$ cat config.mk
export PLATFORM = sky130hd
export DESIGN_NAME = alu_operand_stage
export DESIGN_NICKNAME = d
export VERILOG_FILES = /design/src/rtl/alu_operand_stage.sv
export SDC_FILE = /design/constraint.sdc
export NUM_CORES = 2
export LEC_CHECK = 0
export ABC_AREA = 1
export CAP_MARGIN = 20
export CORE_ASPECT_RATIO = 1.25
export CORE_MARGIN = 5
export CORE_UTILIZATION = 35
export CTS_CLUSTER_SIZE = 30
export DETAILED_ROUTE_END_ITERATION = 7
export PLACE_DENSITY = 0.58
export SLEW_MARGIN = 20
export SYNTH_ARGS = -nofsm -noshare
export SYNTH_HDL_FRONTEND = slang
export SYNTH_SLANG_ARGS = --single-unit
export TNS_END_PERCENT = 20
$ cat constraint.sdc
create_clock -name clk -period 44.9 [get_ports clk]
set_input_delay 8.98 -clock clk [delete_from_list [all_inputs] [get_ports clk]]
set_output_delay 8.98 -clock clk [all_outputs]
set_load 0.005 [all_outputs]
$ cat src/rtl/alu_operand_stage.sv
// Operand-issue stage feeding alu32: register file with write-through bypass,
// per-register busy scoreboard, and a one-entry valid/ready output register.
module alu_operand_stage #(
    parameter int WIDTH = 32,
    parameter int NREG  = 32
) (
    input  logic             clk,
    input  logic             reset,
    input  logic             in_valid,
    output logic             in_ready,
    input  logic [4:0]       rs1,
    input  logic [4:0]       rs2,
    input  logic [4:0]       rd,
    input  logic             rd_we,
    input  logic             use_imm,
    input  logic [WIDTH-1:0] imm,
    input  logic [3:0]       alucontrol_in,
    output logic             out_valid,
    input  logic             out_ready,
    output logic [WIDTH-1:0] srca,
    output logic [WIDTH-1:0] srcb,
    output logic [3:0]       alucontrol,
    output logic [4:0]       shamt,
    output logic [4:0]       rd_out,
    input  logic             wb_en,
    input  logic [4:0]       wb_addr,
    input  logic [WIDTH-1:0] wb_data
);

    // Handshake: an instruction moves in when in_valid && in_ready, and out when
    // out_valid && out_ready; both may happen on the same edge.
    logic [NREG-1:0][WIDTH-1:0] rf_q, rf_d;
    logic [NREG-1:0]            busy_q, busy_d;
    logic                       out_valid_q, out_valid_d;
    logic [WIDTH-1:0]           srca_q, srca_d, srcb_q, srcb_d;
    logic [3:0]                 alucontrol_q, alucontrol_d;
    logic [4:0]                 shamt_q, shamt_d, rd_out_q, rd_out_d;

    logic             hazard, accept;
    logic             wb_hit_rs1, wb_hit_rs2;
    logic [WIDTH-1:0] rs1_val, rs2_val, srcb_sel;

    always_comb begin
        wb_hit_rs1 = wb_en && (wb_addr == rs1);
        wb_hit_rs2 = wb_en && (wb_addr == rs2);

        rs1_val = '0;
        if (rs1 != 5'd0) rs1_val = wb_hit_rs1 ? wb_data : rf_q[rs1];
        rs2_val = '0;
        if (rs2 != 5'd0) rs2_val = wb_hit_rs2 ? wb_data : rf_q[rs2];
        srcb_sel = use_imm ? imm : rs2_val;

        // A writeback arriving this cycle resolves the hazard it would cause.
        hazard = ((rs1 != 5'd0) && busy_q[rs1] && !wb_hit_rs1) ||
                 (!use_imm && (rs2 != 5'd0) && busy_q[rs2] && !wb_hit_rs2);
        in_ready = !hazard && (!out_valid_q || out_ready);
        accept   = in_valid && in_ready;
    end

    always_comb begin
        rf_d = rf_q;
        if (wb_en && (wb_addr != 5'd0)) rf_d[wb_addr] = wb_data;

        // Clear before set so a same-cycle reissue of the register stays busy.
        busy_d = busy_q;
        if (wb_en) busy_d[wb_addr] = 1'b0;
        if (accept && rd_we && (rd != 5'd0)) busy_d[rd] = 1'b1;
        busy_d[0] = 1'b0;
    end

    always_comb begin
        out_valid_d  = out_valid_q;
        srca_d       = srca_q;
        srcb_d       = srcb_q;
        alucontrol_d = alucontrol_q;
        shamt_d      = shamt_q;
        rd_out_d     = rd_out_q;
        if (accept) begin
            out_valid_d  = 1'b1;
            srca_d       = rs1_val;
            srcb_d       = srcb_sel;
            alucontrol_d = alucontrol_in;
            shamt_d      = srcb_sel[4:0];
            rd_out_d     = rd_we ? rd : 5'd0;
        end else if (out_valid_q && out_ready) begin
            out_valid_d = 1'b0;
        end
    end

    always_ff @(posedge clk or posedge reset) begin
        if (reset) begin
            rf_q         <= '0;
            busy_q       <= '0;
            out_valid_q  <= 1'b0;
            srca_q       <= '0;
            srcb_q       <= '0;
            alucontrol_q <= '0;
            shamt_q      <= '0;
            rd_out_q     <= '0;
        end else begin
            rf_q         <= rf_d;
            busy_q       <= busy_d;
            out_valid_q  <= out_valid_d;
            srca_q       <= srca_d;
            srcb_q       <= srcb_d;
            alucontrol_q <= alucontrol_d;
            shamt_q      <= shamt_d;
            rd_out_q     <= rd_out_d;
        end
    end

    assign out_valid  = out_valid_q;
    assign srca       = srca_q;
    assign srcb       = srcb_q;
    assign alucontrol = alucontrol_q;
    assign shamt      = shamt_q;
    assign rd_out     = rd_out_q;

endmodule
==> flow_summary_export.csv <==
group,metric,value,unit
status,status,"finished, violations left",
status,violations,"design-rule violations",
die,io_pins,175,
logic_synthesis,synth.ff_latch_count,1129,
die,die-height,475,um
die,rows,170,
power,power_density,45.0,nW/um^2
cts,cts.sinks,1129,
finish,drive_gt1_frac,0.0497,
logic_synthesis,ys.flop_type,"dfrtp_1",
logic_synthesis,synth_top_area_frac,0.467,
route,detail_route.iter0.violations,7544,
sta,layout_setup_ws,22800,ps
global_route,grt_pass1_wl,367000,um
critical_path,crit_fanout,136,
sta,finalHoldViolCount,0,
placement,portBuffers,174,
critical_path,critical-path-slowest-cell,"buf_12",
logic_synthesis,yosys.cell_types.count,29,
cts,cts_hold_buffers,0,
cts,insertion_delay,770,ps
flow_run,maxCapViolCount,0,
die,die_width,382,um
global_route,track_usage,0.266,
critical_path,worst_setup_path_end_kind,"primary output",
finish,final_cell_area,67400,um^2
finish,area_growth_syn_to_layout,11.5,%
sta,drv_slew,0,
sta,skew,29.8,ps
critical_path,cp.required,35920,ps
critical_path,r2r_cells,13,
cts,cts_buffers,136,
logic_synthesis,ys_top_cells_by_area,"dfrtp_1 (47%), nand2_1 (13%), o21ai_0 (13%)",
placement,place_ws,22930,ps
sta,finalSetupViolations,0,
finish,final_nets,7837,
cts,htreeDepth,4,
global_route,busiest_layer,"met2",
critical_path,cp_data_arrival_time,13120,ps
cts,cts_resized,0,
finish,n_fill_cell,17704,
placement,place.gp.congestion,0.903,
logic_synthesis,syn_avg_cell_area,7.46,um^2
logic_synthesis,synth_edf_count,0,
sta,period_share,0.492,
critical_path,crit_type,"in -> out",
logic_synthesis,async_flop_share,1.00,
global_route,grt_pass1_vias,55423,
logic_synthesis,yosys_warnings,0,
logic_synthesis,netlist_instances,8105,
route,wl,249000,um
global_route,antenna_found_initial,2,
logic_synthesis,synth_area,60500,um^2
die,fp.coreArea,172000,um^2
route,drc,5,
power,vdd_drop_max,0.0000386,V
global_route,grt_max_degree,191,
critical_path,cp-start-kind,"input pin",
sta,relSlewSlack,0.194,
global_route,gr-usage-met3,0.0415,
critical_path,worstPathCellList,"buf_8 > buf_12 > inv_2 > buf_4 > nor2_4 > nand2_1 > a21oi_1 > nor2_1 > nand2_1 > nand3_1 > nand3_1 > nand3_2 > inv_1 > clkdlybuf4s50_1",
finish,fin_cells,10079,
global_route,gr-total-overflow,0,
cts,post_cts_buffers,0,
route,vias_per_cell,5.89,
sta,fin_crit,22100,ps
route,first_pass_iters,8,
route,ant_nets,0,
logic_synthesis,yosys.area.top_type,"dfrtp_1",
die,start_util,0.352,
cts,cts_buffer_depth,3,
sta,finalSetupTns,0,ps
placement,dp_hpwl,141000,um
logic_synthesis,synth_most_common_cell,"nand2_1",
die,die_area,181000,um^2
sta,rsz0062_at_grt,"false",
cts,clk_pin_slew,60,ps
global_route,met1_usage,0.349,
power,p_total,3.03,mW
logic_synthesis,syn-num-nets,8200,
sta,fmax,0.0452,GHz
global_route,use_met2,0.413,
route,wire_per_inst,24.7,um
logic_synthesis,ys_seq_area_frac,0.467,
sta,worst_pin_slew,1210,ps
power,p_leak,29.5,nW
cts,clockRootBuffer,"clkbuf_16",
critical_path,cpPeakStageDelay,710,ps
hold_path,whs_path_depth,0,
placement,place_inst,9838,
route,vias,59352,
cts,cts_tree,"done",
hold_path,hold_class,"reg -> reg",
placement,place_area,63000,um^2
logic_synthesis,synth_common_cells,"nand2_1 (2,118), o21ai_0 (1,537), dfrtp_1 (1,129)",
critical path: cells and delay by family:
family	cells	cell delay [ps]
buf+inv	6	2670
compound gates	1	130
simple gates	7	1160
cells by family after synthesis:
family | after synthesis | share of synthesized area
simple gates | 3203 | 0.219
compound gates | 2495 | 0.230
buf+inv | 1277 | 0.0833
flops | 1129 | 0.467
xor+xnor | 1 | 0.000145
final cells by class:
cell class / instances / area [um^2] / area share
Sequential cell: 1129 / 28300 / 0.419
Multi-Input combinational cell: 5699 / 27400 / 0.407
Clock buffer: 205 / 4110 / 0.0609
Tap cell: 2236 / 2800 / 0.0415
Timing Repair Buffer: 286 / 2670 / 0.0396
Inverter: 490 / 1860 / 0.0276
Clock inverter: 32 / 282 / 0.00418
Antenna cell: 2 / 5.00 / 0.0000742
per-stage QoR:
stage / hold slack, ps / utilization
6_report: 378 / 0.392
3_3_place_gp: 365 / 0.366
4_1_cts: 381 / 0.392
2_1_floorplan: 429 / -
3_5_place_dp: 366 / 0.366
5_1_grt: 389 / 0.392
per-layer routing:
| layer | share of wire | wire, um |
|---|---|---|
| met2 | 0.45 | 111000 |
| met4 | 0.069 | 17200 |
| met3 | 0.084 | 21000 |
| met1 | 0.40 | 99300 |
| met5 | 0 | 0 |
registers in the layout (all words and copies together) (netlist names):
signal and count:
alucontrol 4, busy_q 31, out_valid 1, rd_out 5, rf_q 1024, srca 32, srcb 32
layout by cell type, fill, tap and decap left out, types with 9 or more instances in the layout:
cell and instances:
dfrtp_1 1129, inv_2 14, o221ai_1 13, o21ai_0 1537
a21oi_1 388, o21ai_1 28, nand4_1 129, nand2_4 21
o2111ai_1 40, clkdlybuf4s50_1 163, o22ai_1 13, nor3_1 19
clkbuf_16 140, o211ai_1 444, nor2_1 245, clkbuf_1 29
inv_1 470, nand2_1 2093, nor2_4 9, a32oi_1 29
nand3_1 677, buf_4 107, clkbuf_8 36, clkinv_2 25
final timing paths:
| check | from | end | slack, ps |
|---|---|---|---|
| worst max-delay path | rs2[1] | in_ready | 22800 |
| worst min register to register | rf_q[19] | rf_q[19] | 380 |
| worst min-delay path | rf_q[19] | rf_q[19] | 380 |
| worst max register to register | busy_q[7] | srcb[1] | 41890 |
| max in group asynchronous | reset | srcb[1] | 33060 |
| min in group asynchronous | reset | rf_q[535] | 8760 |
report_power, final:
| group | total (mW) | leakage (nW) | internal [mW] | switching, mW |
|---|---|---|---|---|
| clock | 1.10 | 2.18 | 0.651 | 0.451 |
| combinational | 0.589 | 12.9 | 0.213 | 0.377 |
| sequential | 1.34 | 14.5 | 1.21 | 0.129 |
Note: power is estimated with default switching activity, not from simulation.
